--- src/rtl/game_controller.sv ---
`default_nettype none
// ============================================================================
// Module   : game_controller
// Brief    : Round sequencer for the memory matrix game. Fetches a board,
//            shows it for a fixed time, hides it, then scores one-hot tile
//            guesses until every lit tile is found (win) or the allowance
//            of misses is spent (lose).
// Revision : 1.0 - initial release
// ============================================================================
module game_controller #(
  parameter int BOARD_W     = 8,
  parameter int GUESS_W     = 4,
  parameter int MAX_GUESSES = 8,
  parameter int SHOW_CYCLES = 100000000,
  parameter int SHOW_W      = 27
) (
  input  logic               clk,
  input  logic               reset,
  input  logic               start,
  output logic               board_req,
  input  logic               board_valid,
  input  logic [BOARD_W-1:0] board_in,
  input  logic [BOARD_W-1:0] guess,
  input  logic               guess_valid,
  output logic [BOARD_W-1:0] display,
  output logic [GUESS_W-1:0] guesses_left,
  output logic               hit,
  output logic               miss,
  output logic               win,
  output logic               lose,
  output logic [2:0]         state_o
);

  typedef enum logic [2:0] {
    S_IDLE  = 3'd0,
    S_LOAD  = 3'd1,
    S_SHOW  = 3'd2,
    S_PLAY  = 3'd3,
    S_CHECK = 3'd4,
    S_WIN   = 3'd5,
    S_LOSE  = 3'd6
  } state_t;

  localparam logic [GUESS_W-1:0] MAX_G     = GUESS_W'(MAX_GUESSES);
  localparam logic [SHOW_W-1:0]  SHOW_LAST = SHOW_W'(SHOW_CYCLES - 1);
  localparam logic [BOARD_W-1:0] ZERO_B    = '0;
  localparam logic [GUESS_W-1:0] ZERO_G    = '0;

  // Architectural state
  state_t             state_q;
  logic [BOARD_W-1:0] board_q;     // board latched for the current round
  logic [BOARD_W-1:0] found_q;     // correctly guessed tiles so far
  logic [BOARD_W-1:0] guess_q;     // guess captured in PLAY, scored in CHECK
  logic [BOARD_W-1:0] display_q;
  logic [GUESS_W-1:0] guesses_q;
  logic [SHOW_W-1:0]  timer_q;
  logic               board_req_q;
  logic               hit_q;
  logic               miss_q;
  logic               win_q;
  logic               lose_q;

  // Guess evaluation results, only consumed in CHECK
  logic               guess_onehot;
  logic               guess_dup;
  logic               guess_hit;
  logic [BOARD_W-1:0] found_d;
  logic [GUESS_W-1:0] guesses_d;

  // Classify the registered guess and precompute the post-guess counters
  always_comb begin
    guess_onehot = (guess_q != ZERO_B) &&
                   ((guess_q & (guess_q - BOARD_W'(1))) == ZERO_B);
    guess_dup    = (guess_q & found_q) != ZERO_B;
    guess_hit    = (guess_q & board_q) != ZERO_B;
    found_d      = found_q | guess_q;
    // Saturate at zero so a stray miss can never wrap the counter
    guesses_d    = (guesses_q == ZERO_G) ? guesses_q : (guesses_q - GUESS_W'(1));
  end

  // Round sequencer; every output is registered and set on the transition
  // into the state that owns it, so outputs line up with state_o.
  always_ff @(posedge clk) begin
    if (!reset) begin
      state_q     <= S_IDLE;
      board_q     <= ZERO_B;
      found_q     <= ZERO_B;
      guess_q     <= ZERO_B;
      display_q   <= ZERO_B;
      guesses_q   <= ZERO_G;
      timer_q     <= '0;
      board_req_q <= 1'b0;
      hit_q       <= 1'b0;
      miss_q      <= 1'b0;
      win_q       <= 1'b0;
      lose_q      <= 1'b0;
    end else begin
      // Pulse outputs default low; a state raises them for one cycle only
      board_req_q <= 1'b0;
      hit_q       <= 1'b0;
      miss_q      <= 1'b0;

      case (state_q)
        S_IDLE: begin
          display_q <= ZERO_B;
          if (start) begin
            state_q     <= S_LOAD;
            board_req_q <= 1'b1;
          end
        end

        // Wait for the generator; start is deliberately not looked at here
        S_LOAD: begin
          if (board_valid) begin
            board_q   <= board_in;
            found_q   <= ZERO_B;
            guesses_q <= MAX_G;
            timer_q   <= '0;
            display_q <= board_in;
            state_q   <= S_SHOW;
          end
        end

        // Board visible; the timer runs from 0 to SHOW_CYCLES-1 inclusive
        S_SHOW: begin
          timer_q <= timer_q + SHOW_W'(1);
          if (timer_q == SHOW_LAST) begin
            if (board_q == ZERO_B) begin
              // Nothing to find: the round is trivially won
              state_q   <= S_WIN;
              win_q     <= 1'b1;
              display_q <= board_q;
            end else begin
              state_q   <= S_PLAY;
              display_q <= found_q;
            end
          end
        end

        // Board hidden; only progress shown. Guesses are not buffered elsewhere.
        S_PLAY: begin
          if (guess_valid) begin
            guess_q <= guess;
            state_q <= S_CHECK;
          end
        end

        // Score the captured guess; malformed or repeated guesses are no-ops
        S_CHECK: begin
          state_q <= S_PLAY;
          if (guess_onehot && !guess_dup) begin
            if (guess_hit) begin
              found_q <= found_d;
              hit_q   <= 1'b1;
              if (found_d == board_q) begin
                state_q   <= S_WIN;
                win_q     <= 1'b1;
                display_q <= board_q;
              end else begin
                display_q <= found_d;
              end
            end else begin
              guesses_q <= guesses_d;
              miss_q    <= 1'b1;
              if (guesses_d == ZERO_G) begin
                state_q   <= S_LOSE;
                lose_q    <= 1'b1;
                display_q <= board_q;
              end
            end
          end
        end

        // Terminal states hold the answer on display until a restart
        S_WIN, S_LOSE: begin
          if (start) begin
            state_q     <= S_LOAD;
            board_req_q <= 1'b1;
            win_q       <= 1'b0;
            lose_q      <= 1'b0;
            display_q   <= ZERO_B;
          end
        end

        default: begin
          state_q   <= S_IDLE;
          display_q <= ZERO_B;
          win_q     <= 1'b0;
          lose_q    <= 1'b0;
        end
      endcase
    end
  end

  assign board_req    = board_req_q;
  assign display      = display_q;
  assign guesses_left = guesses_q;
  assign hit          = hit_q;
  assign miss         = miss_q;
  assign win          = win_q;
  assign lose         = lose_q;
  assign state_o      = state_q;

endmodule
`default_nettype wire
--- config.mk ---
export PLATFORM = sky130hd
export DESIGN_NAME = game_controller
export DESIGN_NICKNAME = d
export VERILOG_FILES = /design/src/rtl/game_controller.sv
export SDC_FILE = /design/constraint.sdc
export NUM_CORES = 1
export LEC_CHECK = 0
export CAP_MARGIN = 0
export CORE_ASPECT_RATIO = 2
export CORE_UTILIZATION = 47
export DETAILED_ROUTE_END_ITERATION = 10
export PLACE_DENSITY = 0.76
export SLEW_MARGIN = 20
export SYNTH_ARGS = -nofsm -noshare
export SYNTH_HDL_FRONTEND = slang
export SYNTH_SLANG_ARGS = --single-unit
--- constraint.sdc ---
create_clock -name clk -period 2.4 [get_ports clk]
set_input_delay 0.48 -clock clk [delete_from_list [all_inputs] [get_ports clk]]
set_output_delay 0.48 -clock clk [all_outputs]
set_load 0.01 [all_outputs]
==> summary.md, run 1 <==
| Metric | Value |
|---|---|
| Status | finished, final reports clean |
| Fin. max-slew vios | 0 |
| Max stage delay on crit path | 500 ps |
| Clock power share | 0.335 |
| Prevailing post-synth register cell | dfxtp_1 |
| Critical Path End Type | flip-flop |
| Starting density of the core | 0.480 |
| Net Switching | 1350 µW |
| Buffers on Ports | 40 |
| Req. time, crit path | 2610 ps |
| Vias in the first global route | 3981 |
| Fin. Hold Viols | 0 |
| Clock sinks | 71 |
| Max-cap violations | 0 |
| Syn avg cell area | 7.97 µm² |
| Row cnt | 46 |
| Min cycle time layout | 2310 ps |
| Flops & latches, synth | 71 |
| Drt pass-1 iters | 4 |
| Worst hold-check path type | flip-flop to flip-flop |
| Peak VDD IR | 0.586 mV |
| Synth area leader | dfxtp_1 |
| LEAKAGE | 0.00167 µW |
| Post-Synthesis Cells | 475 |
| Largest net degree at the start of global routing | 30 |
| First DRT Iteration DRCs | 143 |
| Setup violators final | 0 |
| Non-filler instance count after layout | 628 |
| First-pass GRT wire length | 17.9 mm |
| Cell area after synthesis | 0.00379 mm² |
| Worst-Margin Slew | 480 ps |
| H-tree depth | 3 |
| Fin crit share | 0.963 |
| Post-Route Skew | 8.80 ps |
| Fill count | 702 |
| Insertion delay to the later sink of the worst-skew pair | 340 ps |
| Most frequent cell after synthesis | dfxtp_1 |
| Commonest cells in the netlist | dfxtp_1 (71), nand2_1 (61), a21oi_1 (50), nor2_1 (30), clkbuf_1 (26) |
| CTS tree | done |
| Async SR Flop Fraction | 0 |
| Area Growth Syn to Fin | 25.2% |
| Inst Count DP | 612 |
| Highest-delay cell along the critical path | or4_1 |
| Gate power share | 0.324 |
| Final setup TNS | 0 ps |
| Vias | 3929 |
| Fin nets | 550 |
| Proportion of layout cells with a drive suffix above 1 | 0.126 |
| Clock buffer count from CTS | 9 |
| Internal power | 2790 µW |
| DR WL/cell | 17.9 µm |
| Hpwl dp | 8.25 mm |
| CP cell instances | nor3_1 > o22ai_1 > nor4_2 > buf_4 > or4_1 > a31oi_2 > a211oi_1 |
| Syn Nets | 498 |
| Fmax | 432 MHz |
| Max Root-Sink Buffers | 2 |
| Worst EP arrival | 2530 ps |
| Rel. slew slack | 0.679 |
| Routed Antenna Nets | 0 |
| Power Dens Cells | 872 mW/mm² |
| DRC violations left | 0 |
| WS Path Type | flip-flop to flip-flop |
| Total grt overflow | 0 |
| Routed WL | 11.2 mm |
| Die height | 129 µm |
| Worst Path Max Fanout | 10 |
| Ant. Diodes | 0 |
| Initial antenna violation count | 0 |
| Crit path launch type | flip-flop |
| RePlAce Congestion | 0.999 |
| DR vias/cell | 6.26 |
| Post-synth top area share | 0.375 |
| Setup bufs post-CTS | 0 |
| Clk pin slew, worst setup/hold paths | 60 ps |
| Die X | 65.5 µm |
| Yosys warnings | 0 |
| CTS root buf | clkbuf_16 |
| Number of synthesized flops with an enable pin | 0 |
| Io pins | 41 |
| Core ar. | 0.00789 mm² |
| Synth area leaders | dfxtp_1 (38%), a21oi_1 (6.6%), nand2_1 (6.0%), nor2_1 (3.0%), nor3_1 (2.6%) |
| GRT Util Overall | 0.283 |
| Sequential Power Share | 0.341 |
| Total Power | 4140 µW |
| RSZ-0062 raised after global routing | false |
| Switching share of power | 0.325 |
| Sequential cell area fraction in the yosys report | 0.375 |
| Die area | 0.00844 mm² |
| Library cells used by synthesis | 60 |
## cells in the final DEF, fill, tap and decap left out, types with 11 or more instances in the layout
cell and count:
buf_4 34, nand3_1 17, nor2_1 30, a31oi_1 12, or3_1 11, a21oi_1 50, nor3_1 20, clkdlybuf4s50_1 40
a22oi_1 12, nand2_1 61, dfxtp_1 70
## routing by layer
layer	global-route usage	share of wire	vias up
met5	0	0	-
met4	0.252	0.079	0
met3	0.0523	0.037	70
met2	0.518	0.53	133
met1	0.250	0.35	1849
li1	-	-	1877
## state kept, by name (all words and copies together) (netlist names)
signal / count
board_q: 8
board_req: 1
display: 8
found_q: 8
guess_q: 8
guesses_left: 4
hit: 1
lose: 1
miss: 1
state_o: 3
timer_q: 27
win: 1
## final cells by class
| cell class | count | area, µm² | share of cell area |
|---|---|---|---|
| inverter | 6 | 22.5 | 0.00475 |
| timing repair buffer | 74 | 656 | 0.138 |
| sequential | 71 | 1420 | 0.300 |
| multi-input combinational | 365 | 2210 | 0.466 |
| clock inverter | 2 | 37.5 | 0.00792 |
| clock buffer | 14 | 274 | 0.0578 |
| tap | 96 | 120 | 0.0253 |
## final timing paths
check | from | to | slack (ps) | cells past startpoint
max | board_q[0] | display[4] | 90 | 7
max reg2reg | board_q[0] | display[4] | 90 | 7
min reg2reg | timer_q[6] | timer_q[6] | 470 | 1
min | timer_q[6] | timer_q[6] | 470 | 1
## kinds of logic after synthesis
family                     after synthesis  synth area share
adders and majority gates                2           0.00661
muxes                                    9            0.0251
DFF                                     71             0.375
and+or+nand+nor                        204             0.286
buffers and inverters                   39            0.0430
AOI/OAI and AO/OA                      148             0.260
xor gates and xnor gates                 2           0.00463
## power by group through the flow
stage / Clock (µW) / Combinational [µW] / Sequential [µW]
2_1_floorplan: 0 / 731 / 1440
4_1_cts: 1400 / 1320 / 1410
3_5_place_dp: 0 / 1300 / 1430
6_report: 1380 / 1340 / 1410
3_3_place_gp: 0 / 1280 / 1430
5_1_grt: 1450 / 1450 / 1420
## metrics by stage
step | setup WS (ps) | hold slack (ps) | cell area, µm² | util
6_report | 87.8 | 465 | 4740 | 0.601
5_1_grt | 3.91 | 484 | 4740 | 0.601
4_1_cts | 113 | 469 | 4730 | 0.600
3_5_place_dp | 130 | 461 | 4420 | 0.561
3_3_place_gp | 188 | 451 | 4420 | 0.561
2_1_floorplan | 104 | 423 | 3790 | -
## what timing repair did
item / in CTS / in global routing
gates resized for setup: 0 / 3
hold buffers: 0 / 0
setup endpoints to repair: 0 / 10
## critical path, delay by kind of cell (launching register included)
| kind | cells | cell delay [ps] |
|---|---|---|
| compound gates | 3 | 770 |
| flops | 1 | 490 |
| simple gates | 3 | 730 |
| buf+inv | 1 | 190 |
No activity file was read; power rests on OpenSTA's default activity.
==> run 2, diff against run 1 <==
- PLACE_DENSITY: 0.76 -> 0.68
==> summary.md, run 2 (same netlist as run 1, synthesis figures left out) <==
| Metric | Value |
|---|---|
| Die X | 65.5 µm (unchanged) |
| Fin nets | 545 (-0.91%) |
| Setup violators final | 0 (unchanged) |
| DRC violations left | 0 (unchanged) |
| Min cycle time layout | 2240 ps (-72.5 ps) |
| Fmax | 446 MHz (+3.2%) |
| Starting density of the core | 0.480 (unchanged) |
| Total grt overflow | 0 (unchanged) |
| Place WS | 204 ps (+73.1 ps) |
| WS Path Type | flip-flop to flip-flop |
| Max stage delay on crit path | 470 ps (-30 ps) |
| Clk pin slew, worst setup/hold paths | 60 ps (about the same) |
| Worst EP arrival | 2470 ps (-60 ps) |
| Die height | 129 µm (unchanged) |
| Routed WL | 11.0 mm (-2.3%) |
| Final instance area | 0.00474 mm² (about the same) |
| Die area | 0.00844 mm² (unchanged) |
| CP cell instances | nor4b_1 > and4b_1 > a31oi_1 > or3_1 > and3_1 > a41o_1 |
| RSZ-0062 raised after global routing | false |
| Initial antenna violation count | 0 (unchanged) |
| Peak VDD IR | 0.444 mV (-24%) |
| Status | finished, final reports clean |
| Vias in the first global route | 3658 (-8.1%) |
| CTS tree | done |
| Top reg by flops | timer_q |
| Insertion delay to the later sink of the worst-skew pair | 340 ps (about the same) |
| Fin. Hold Viols | 0 (unchanged) |
| Cell area after placement | 0.00440 mm² (-0.57%) |
| Clock buffer count from CTS | 9 (unchanged) |
| Area Growth Syn to Fin | 25.1% (about the same) |
| Hpwl dp | 8.18 mm (-0.84%) |
| R2R Setup Slk | 160 ps (+70 ps) |
| Max reg flops | 27 (unchanged) |
| Largest net degree at the start of global routing | 35 (+17%) |
| Io pins | 41 (unchanged) |
| Worst hold-check path type | flip-flop to flip-flop |
| Fin crit share | 0.933 (-0.0302) |
| Worst Setup SP | timer_q[18] |
| Worst-Margin Slew | 701 ps (+221 ps) |
| RR Startpoint | timer_q[18] |
| Clock sinks | 71 (unchanged) |
| DR WL/cell | 17.6 µm (-1.5%) |
| Proportion of layout cells with a drive suffix above 1 | 0.120 (-0.00640) |
| Setup WS post-layout | 160 ps (+72.5 ps) |
| First DRT Iteration DRCs | 246 (+72%) |
| Post-Route Skew | 6.76 ps (-2.04 ps) |
| FF-to-FF End | state_o[0] |
| Buffers on Ports | 40 (unchanged) |
| Req. time, crit path | 2630 ps (+20 ps) |
| LEAKAGE | 0.00165 µW (-0.90%) |
| GRT Util Overall | 0.278 (-0.00476) |
| Final setup TNS | 0 ps (unchanged) |
| Critical Path End Type | flip-flop |
| Row cnt | 46 (unchanged) |
| Commonest non-fill, non-tap cell in the layout | dfxtp_1 |
| Rel. slew slack | 0.532 (-0.147) |
| RePlAce Congestion | 0.898 (-10%) |
| Crit path launch type | flip-flop |
| First-pass GRT wire length | 17.6 mm (-1.9%) |
| Final core utilization | 0.601 (about the same) |
| DR vias/cell | 6.14 (-1.8%) |
| H-tree depth | 3 (unchanged) |
| Routed Antenna Nets | 0 (unchanged) |
| Highest-delay cell along the critical path | or3_1 |
| Power Dens Cells | 878 mW/mm² (+0.58%) |
| Worst Path Max Fanout | 5 (-5) |
| WHS | 459 ps (-6.50 ps) |
| Max Root-Sink Buffers | 2 (unchanged) |
| Core ar. | 0.00789 mm² (unchanged) |
| Ant. Diodes | 0 (unchanged) |
| Max-cap violations | 0 (unchanged) |
| Most frequent cells in the layout | dfxtp_1 (70), nand2_1 (61), a21oi_1 (50), clkdlybuf4s50_1 (40), nor2_1 (30) |
| CTS root buf | clkbuf_16 |
| Critical Path Sink | state_o[0] |
| Vias | 3827 (-2.6%) |
| Fill count | 722 (+2.8%) |
| Drt pass-1 iters | 4 (unchanged) |
| Worst R2R Path Depth | 6 (-1) |
| Fin. max-slew vios | 0 (unchanged) |
[run 2: final cells by class]
type | instances | area [µm²] | area share
timing repair buffer | 69 | 631 | 0.133
multi-input combinational | 365 | 2220 | 0.468
sequential | 71 | 1420 | 0.300
tap | 96 | 120 | 0.0253
clock inverter | 7 | 97.6 | 0.0206
clock buffer | 9 | 225 | 0.0475
inverter | 6 | 22.5 | 0.00475
[run 2: metrics by stage]
stage,instances,total power (µW)
floorplan,475,2180
global placement,607,2720
detailed placement,607,2740
CTS,623,4170
global route,623,4380
finish,623,4160
[run 2: per-layer routing]
metal,GRT usage,part of all wire
met4,0.180,0.055
met5,0,0
met1,0.269,0.35
met3,0.0514,0.034
met2,0.516,0.56
[run 2: critical path, delay by kind of cell (launching register included)]
family | cells | cell delay (ps)
AO/OA/AOI/OAI | 2 | 390
flip-flops | 1 | 380
AND/OR/NAND/NOR | 4 | 1350
[run 2: what timing repair did]
item	4_1_cts	5_1_grt
setup endpoints to repair	0	3
buffers inserted	0	0
gates resized for setup	0	3
hold buffers	0	0
[run 2: report_power, final]
| group | total, µW | switching (µW) | internal, µW |
|---|---|---|---|
| registers | 1410 | 106 | 1300 |
| clock network | 1430 | 517 | 910 |
| logic | 1320 | 725 | 599 |
[run 2: worst min path at each step]
stage | from | to | slack, ps | cells past startpoint
after floorplan | timer_q[6] | timer_q[6] | 420 | 1
after global placement | timer_q[6] | timer_q[6] | 460 | 1
after global routing | timer_q[6] | timer_q[6] | 490 | 1
after CTS | timer_q[6] | timer_q[6] | 460 | 1
after detailed placement | timer_q[6] | timer_q[6] | 450 | 1
final | timer_q[6] | timer_q[6] | 460 | 1
